`src/rtl/rr_arbiter32_pkg.sv`:
```
// Shared types and constants for the 32-way round-robin arbiter.
// Holds the requester count, index width, FSM states and mask helper.
package rr_arbiter32_pkg;

    localparam int N_REQ = 32;
    localparam int IDX_W = 5;

    typedef enum logic {
        IDLE  = 1'b0,
        GRANT = 1'b1
    } state_t;

    // Bits strictly below idx; idx=0 yields an empty mask.
    function automatic logic [N_REQ-1:0] below_mask(
        input logic [IDX_W-1:0] idx
    );
        return (N_REQ'(1) << idx) - N_REQ'(1);
    endfunction

endpackage

```
`src/rtl/ffo_msb32.sv`:
```
// Combinational highest-set-bit finder over a 32-bit vector.
// Ports: vec (in), idx = index of highest set bit, any = vec != 0.
module ffo_msb32
    import rr_arbiter32_pkg::*;
(
    input  logic [N_REQ-1:0] vec,
    output logic [IDX_W-1:0] idx,
    output logic             any
);

    // Ascending scan: the last set bit seen is the highest.
    always_comb begin
        idx = '0;
        for (int i = 0; i < N_REQ; i++) begin
            if (vec[i]) begin
                idx = IDX_W'(i);
            end
        end
    end

    assign any = |vec;

endmodule

```
`src/rtl/rr_arbiter32.sv`:
```
// Descending round-robin arbiter sharing one resource among 32 clients.
// Ports: clk, rst_n, req[31:0], release_i -> gnt_valid, gnt_idx,
// gnt_onehot, timeout (all outputs registered).
module rr_arbiter32
    import rr_arbiter32_pkg::*;
#(
    parameter int unsigned MAX_HOLD = 16,
    parameter int unsigned CNT_W    = 16
) (
    input  logic             clk,
    input  logic             rst_n,
    input  logic [N_REQ-1:0] req,
    input  logic             release_i,
    output logic             gnt_valid,
    output logic [IDX_W-1:0] gnt_idx,
    output logic [N_REQ-1:0] gnt_onehot,
    output logic             timeout
);

    state_t             state_q, state_d;
    logic [IDX_W-1:0]   last_q, last_d;
    logic [CNT_W-1:0]   hold_cnt_q, hold_cnt_d;
    logic               gnt_valid_q, gnt_valid_d;
    logic [IDX_W-1:0]   gnt_idx_q, gnt_idx_d;
    logic [N_REQ-1:0]   gnt_onehot_q, gnt_onehot_d;
    logic               timeout_q, timeout_d;

    logic [N_REQ-1:0]   masked;
    logic [IDX_W-1:0]   m_idx, r_idx, winner;
    logic               m_any, r_any;
    logic               rel_end, drop_end, hold_end, grant_end;

    assign masked = req & below_mask(last_q);

    ffo_msb32 u_ffo_masked (
        .vec (masked),
        .idx (m_idx),
        .any (m_any)
    );

    ffo_msb32 u_ffo_raw (
        .vec (req),
        .idx (r_idx),
        .any (r_any)
    );

    // Prefer clients below the last winner; otherwise wrap to the top.
    assign winner = m_any ? m_idx : r_idx;

    assign rel_end   = release_i;
    assign drop_end  = ~req[gnt_idx_q];
    assign hold_end  = (MAX_HOLD != 0)
                     && (hold_cnt_q == CNT_W'(MAX_HOLD - 1));
    assign grant_end = rel_end | drop_end | hold_end;

    always_ff @(posedge clk or negedge rst_n) begin
        if (!rst_n) begin
            state_q      <= IDLE;
            last_q       <= '0;
            hold_cnt_q   <= '0;
            gnt_valid_q  <= 1'b0;
            gnt_idx_q    <= '0;
            gnt_onehot_q <= '0;
            timeout_q    <= 1'b0;
        end else begin
            state_q      <= state_d;
            last_q       <= last_d;
            hold_cnt_q   <= hold_cnt_d;
            gnt_valid_q  <= gnt_valid_d;
            gnt_idx_q    <= gnt_idx_d;
            gnt_onehot_q <= gnt_onehot_d;
            timeout_q    <= timeout_d;
        end
    end

    always_comb begin
        state_d = state_q;
        unique case (state_q)
            IDLE:    if (r_any)     state_d = GRANT;
            GRANT:   if (grant_end) state_d = IDLE;
            default: state_d = IDLE;
        endcase
    end

    always_comb begin
        last_d       = last_q;
        hold_cnt_d   = hold_cnt_q;
        gnt_valid_d  = gnt_valid_q;
        gnt_idx_d    = gnt_idx_q;
        gnt_onehot_d = gnt_onehot_q;
        timeout_d    = 1'b0;
        unique case (state_q)
            IDLE: begin
                if (r_any) begin
                    gnt_valid_d  = 1'b1;
                    gnt_idx_d    = winner;
                    gnt_onehot_d = N_REQ'(1) << winner;
                    last_d       = winner;
                    hold_cnt_d   = '0;
                end
            end
            GRANT: begin
                if (grant_end) begin
                    gnt_valid_d  = 1'b0;
                    gnt_idx_d    = '0;
                    gnt_onehot_d = '0;
                    // Release or a dropped request masks the timeout flag.
                    timeout_d    = hold_end & ~rel_end & ~drop_end;
                end else begin
                    hold_cnt_d   = hold_cnt_q + CNT_W'(1);
                end
            end
            default: ;
        endcase
    end

    assign gnt_valid  = gnt_valid_q;
    assign gnt_idx    = gnt_idx_q;
    assign gnt_onehot = gnt_onehot_q;
    assign timeout    = timeout_q;

endmodule

```
`config.mk`:
```
export PLATFORM = sky130hd
export DESIGN_NAME = rr_arbiter32
export DESIGN_NICKNAME = d
export VERILOG_FILES = /design/src/rtl/rr_arbiter32_pkg.sv /design/src/rtl/ffo_msb32.sv /design/src/rtl/rr_arbiter32.sv
export SDC_FILE = /design/constraint.sdc
export NUM_CORES = 1
export LEC_CHECK = 0
export CORE_UTILIZATION = 45
export DETAILED_ROUTE_END_ITERATION = 8
export GPL_TIMING_DRIVEN = 0
export PLACE_DENSITY = 0.71
export SYNTH_ARGS = -nofsm -noshare
export SYNTH_HDL_FRONTEND = slang
export SYNTH_SLANG_ARGS = --single-unit
```
`constraint.sdc`:
```
create_clock -name clk -period 3.5 [get_ports clk]
set_input_delay 0.35 -clock clk [delete_from_list [all_inputs] [get_ports clk]]
set_output_delay 0.35 -clock clk [all_outputs]
set_load 0.02 [all_outputs]
```
; ---- After elaboration in Yosys (flattened, before gate mapping)
; Cells that the tools add are included.
[word_totals]
reg_bits = 61
latchBits = 0
mem_bits_rw = 0
mem_bits_ro = 0
inputBits = 35
out_inout_bits = 39
elab_cells = 111
n_memories = 0
[classes]
add_sub_neg = 2
multipliers = 0
div_mod_pow = 0
n_lt_le_gt_ge = 1
n_eq_ne = 4
shift = 2
muxes = 82
bitwise = 8
reduce_logical = 5
[op_table]
columns = op, n
row1 = 5-bit 2-to-1 mux, 35
row2 = 32-bit 2-to-1 mux, 2
row3 = 4-bit 2-to-1 mux, 16
row4 = 32-bit one-hot mux with 2 select lines, 1
row5 = 32-bit OR reduction, 2
row6 = "1-bit by 5-bit left shift with 32-bit output, first input constant", 2
row7 = 32-bit AND, 1
row8 = 16-bit 2-to-1 mux, 2
row9 = 16-bit one-hot mux with 2 select lines, 1
row10 = "32-bit by 2-bit subtractor with 32-bit output, second input constant", 1
row11 = 3-bit 2-to-1 mux, 8
row12 = "16-bit by 1-bit adder with 16-bit output, second input constant", 1
row13 = "16-bit by 4-bit equality test with 1-bit output, second input constant", 1
row14 = 5-bit one-hot mux with 2 select lines, 1
row15 = 1-bit 2-to-1 mux, 9
row16 = 2-bit 2-to-1 mux, 4
row17 = "5-bit by 6-bit less-than comparator with 1-bit output, second input constant", 1
row18 = 2-bit AND reduction, 3
row19 = 1-bit binary-select mux with 5-bit select, 1
row20 = "2-bit != test, second input constant", 2
row21 = 1-bit one-hot mux with 2 select lines, 2
row22 = 1-bit inverter, 3
row23 = 1-bit AND, 2
row24 = "2-bit by 1-bit != test with 1-bit output, second input constant", 1
row25 = 1-bit bitwise OR, 2

; ---- Depth between registers and ports, before layout
[logic_depth]
word_depth = 38
depth_mapped = 16
ltp_nobuf = 12

; ---- Cells and area by module
; Synthesis repeated with hierarchy kept, for this count alone.
[hier_totals]
hier_cells = 527
area_unflattened_um2 = 4519.3
[by_module_without_submodules]
columns = mod, instances, cells_per_inst, area_per_inst_um2, seq_area_each_um2
row1 = rr_arbiter32, 1, 403, 3786.1, 1526.5
row2 = ffo_msb32, 2, 62, 366.6, 0.0

; ---- Least setup slack after synthesis
; No wires, ideal clock.
[synth_path]
kind = register to register
start = register last_q[4]
end = register gnt_onehot_q[16] (netlist: gnt_onehot[16])
setup_ps = 122
arrival_ps = 3445
required_time_ps = 3378
setup_slack_ps = -67
path_stages_with_launch = 16
n_path_buf = 4
synth_period_minus_slack_ps = 3567
cell_sequence = dfrtp_1 -> buf_2 -> nor2_1 -> nand2_1 -> ha_1 -> buf_2 -> buf_2 -> nor3b_1 -> o211a_1 -> or4_1 -> a2111o_1 -> a21oi_1 -> a31oi_2 -> and3_1 -> buf_6 -> a32o_1
[synth_between]
elab_chain_cells = 38
elab_cells_between_ends = 39
classes_between = 1 x add/sub / 2 x shift / 34 x mux / 1 x bitwise / 1 x reduce/logical
[synth_lines]
columns = element, line
row1 = "start, declared", rr_arbiter32.sv:21  ; logic [IDX_W-1:0] last_q, last_d;
row2 = "start signal, assigned", rr_arbiter32.sv:67  ; last_q <= last_d;
row3 = 1-bit by 5-bit left shift with 32-bit output (*), rr_arbiter32_pkg.sv:17  ; return (N_REQ'(1) << idx) - N_REQ'(1);
row4 = 32-bit by 2-bit subtractor with 32-bit output (*), rr_arbiter32_pkg.sv:17
row5 = 32-bit AND (*), rr_arbiter32.sv:33  ; assign masked = req & below_mask(last_q);
row6 = 1-bit 2-to-1 mux, ffo_msb32.sv:15  ; if (vec[i]) begin
row7 = 2-bit 2-to-1 mux (2 in a row), ffo_msb32.sv:15
row8 = 3-bit 2-to-1 mux (4 in a row), ffo_msb32.sv:15
row9 = 4-bit 2-to-1 mux (8 in a row), ffo_msb32.sv:15
row10 = 5-bit 2-to-1 mux (16 in a row), ffo_msb32.sv:15
row11 = 5-bit 2-to-1 mux (*), rr_arbiter32.sv:48  ; assign winner = m_any ? m_idx : r_idx;
row12 = 1-bit by 5-bit left shift with 32-bit output (*), rr_arbiter32.sv:97  ; gnt_onehot_d = N_REQ'(1) << winner;
row13 = 32-bit 2-to-1 mux (*), rr_arbiter32.sv:94  ; if (r_any) begin
row14 = 32-bit one-hot mux with 2 select lines (*), rr_arbiter32.sv:92  ; unique case (state_q)
row15 = "end signal, assigned", rr_arbiter32.sv:71  ; gnt_onehot_q <= gnt_onehot_d;
row16 = "end, declared", rr_arbiter32.sv:25  ; logic [N_REQ-1:0] gnt_onehot_q, gnt_onehot_d;
; Mark *: on every way between the ends. The rest lies on a longest branch, timed or not. The select of a mux whose other input is x is not followed.
; A chain may end at the register's enable or synchronous reset.

; ---- Worst setup path after layout
[layout_path]
start = register last_q[0]
end = register gnt_onehot_q[24] (netlist: gnt_onehot[24])
; The elaborated chain is that of the path after synthesis.

==> results.ini <==
[critical_path]
critPathMaxFanout = 10
crit_required_ps = 3730
endpoint_kind = flop
startpoint_type = flop
arrival_ps = 3930
crit_type = flop to flop

[drt]
via_per_inst = 6.440
drt-wirelength-per-cell_um = 21.48
wl_mm = 16.49
drc = 0
drt_pass1_iterations = 5
final_antenna_net_count = 0
vias = 4946
drtIter0Drc = 367

[yosys]
synth_cell_type_count = 76
async_flop_share_pct = 100.0
synth_warnings = 0
dominantRegCellSynth = dfrtp_1
synth_edf_count = 0
yosysSeqAreaShare_pct = 33.70
synthesis.area_um2 = 4529
avgSynthCellArea_um2 = 8.812
syn_nets = 551
synth_seq_cells = 61
synth_cells = 514

[final_layout]
final_cell_mix = clkdlybuf4s50_1 (72), dfrtp_1 (56), nor2_1 (43), nand2_1 (37), o21ai_0 (31)
diodes = 0
area_growth_pct = 38.87
final_cells = 768
drive_gt1_share_pct = 24.57
final_common_cell = clkdlybuf4s50_1
post-route-util_pct = 64.35
layout.nets = 667
fin_area_um2 = 6290

[floorplan]
dieArea_um2 = 10470
core-area_um2 = 9774
fp-row-count = 36
initial_utilization_pct = 46.34
io_pins = 74
die_y_um = 102.3
die_w_um = 102.3

[sta]
worstMarginPinSlew_ps = 845.9
finalHoldViolCount = 0
max-slew-margin-rel_pct = 43.08
setup_viol = 36
setup_slack_ps = -204.1
max_freq_mhz = 270.0
slew_violations = 0
rsz0062_at_grt = true
post-route-period-util_pct = 105.8
clock_skew_ps = 9.659
layout_min_cycle_time_ps = 3704

[global_route]
grtUsageTotal_pct = 31.78
grt_max_degree = 32
grt_pass1_vias = 4693
antenna_found_initial = 0
grt_pass1_wl_mm = 25.16
grt_overflow = 0

[clock_network]
insertion_delay_ps = 340
cts-buffers-inserted = 9
cts_sinks = 61
path_clk_slew_ps = 80
cts_root_buf = clkbuf_8
clockBufferDepth = 2
cts-htree-levels = 3
cts_hold_buf = 0
cts_tree = yes

[placement]
dp_worst_setup_slack_ps = -869.8
dp_hpwl_mm = 11.42
io_buffers = 73
dp.cells = 721
gp_congestion = 0.9590
placed_area_um2 = 5444

[hold_path]
hold_path_class = input port to asynchronous set/reset pin

[status]
violations = negative setup slack
status = complete, but fails checks

[job]
max_cap_viol_count = 0

[power]
leakagePower_nw = 2.561
power_density_nw_per_um2 = 909.3
vdd_drop_max_mv = 0.7314

layout make-up:
cell class / instances / area (um^2)
clock buffer: 10 / 137.6
clock inverter: 6 / 46.29
inverter: 15 / 56.30
buffer: 34 / 252.7
multi-input combinational: 403 / 3084
timing repair buffer: 106 / 1013
sequential: 61 / 1533
fill: 812 / 3485
tap: 133 / 166.4
routing by layer:
metal  wire, um  GRT usage, %
met5          0             0
met1       7103         44.06
met2       7611         49.41
met4        273         7.582
met3       1505         8.618
flip-flops by register name (all words and copies together), names as in the netlist:
name and cells:
hold_cnt_q 16, gnt_valid 1, timeout 1, gnt_idx 5, last_q 5, state_q 1
gnt_onehot 32
metrics by stage:
stage | hold WS, ps | setup TNS, ps | total power [W]
after floorplan | 54.41 | 0 | 0.002961
after global placement | 462.0 | -29030 | 0.003912
after detailed placement | 444.4 | -28280 | 0.003940
after CTS | 84.32 | -3457 | 0.005090
after global routing | 111.9 | -7423 | 0.006007
final | 68.11 | -5045 | 0.005720
worst max-delay path, cell delays in order, from the launching register on:
cell,delay (ps)
dfrtp_2,490
buf_6,180
buf_6,150
nand2_2,120
ha_4,180
clkbuf_4,190
nor3_1,60
o2111a_1,250
or4_4,550
and4bb_2,350
and4_1,220
buf_6,140
a31oi_4,130
and3_4,220
buf_6,130
a32o_1,230
path summary, 6_finish.rpt:
path                                start        endpoint  slack (ps)  cells past startpoint
setup / recovery                last_q[0]  gnt_onehot[24]        -200                     15
hold / removal                      rst_n  gnt_onehot[21]          70                      1
setup reg to reg                last_q[0]  gnt_onehot[24]        -200                     15
hold reg to reg            gnt_onehot[12]  gnt_onehot[12]         490                      2
max in group asynchronous           rst_n       last_q[1]        2800                      2
min in group clk           gnt_onehot[12]  gnt_onehot[12]         490                      2
cells in the mapped netlist (4+ instances only):
cell type,number,area [um^2]
and3_1,10,62.56
buf_2,15,75.07
a21o_1,9,67.56
nand2_1,40,150.1
clkbuf_1,9,33.78
mux4_2,10,225.2
or3_1,6,37.54
nand3_1,16,80.08
o21a_1,6,45.04
a21boi_0,5,37.54
nor2_1,47,176.4
inv_1,15,56.30
a32o_1,28,280.3
o31ai_1,8,60.06
buf_6,7,78.83
o21ai_0,37,185.2
o211a_1,6,60.06
nand2b_1,9,56.30
nand4_1,6,37.54
o211ai_1,7,52.55
a21oi_1,24,120.1
nor3_1,17,85.08
dfrtp_1,61,1526
nor2b_1,4,25.02
and4_1,6,52.55
xor2_1,4,35.03
and2_1,11,68.82
a211oi_1,6,45.04
nor4_1,15,93.84
what timing repair did:
| item | CTS | global route |
|---|---|---|
| gates resized for setup | 57 | 53 |
| pin swaps | 24 | 19 |
| cloned | 2 | 1 |
| endpoints found under the setup margin | 43 | 42 |
| hold endpoints to repair | 0 | 0 |
| setup buffers | 18 | 12 |
cell families after synthesis:
group / count (synthesis) / synth area share, %
compound gates: 173 / 28.37
xor+xnor: 5 / 0.9668
fa+ha+maj: 2 / 0.5524
buf+inv: 50 / 5.967
flops: 61 / 33.70
mux: 12 / 5.470
simple gates: 211 / 24.97
power by group:
part	internal [W]	leakage [nW]	switching, W
Sequential	0.000860	0.821	0.000177
Combinational	0.00180	1.65	0.00231
Clock	0.000281	0.0893	0.000293
Total	0.00294	2.56	0.00278
No activity file was read; power rests on OpenSTA's default activity.
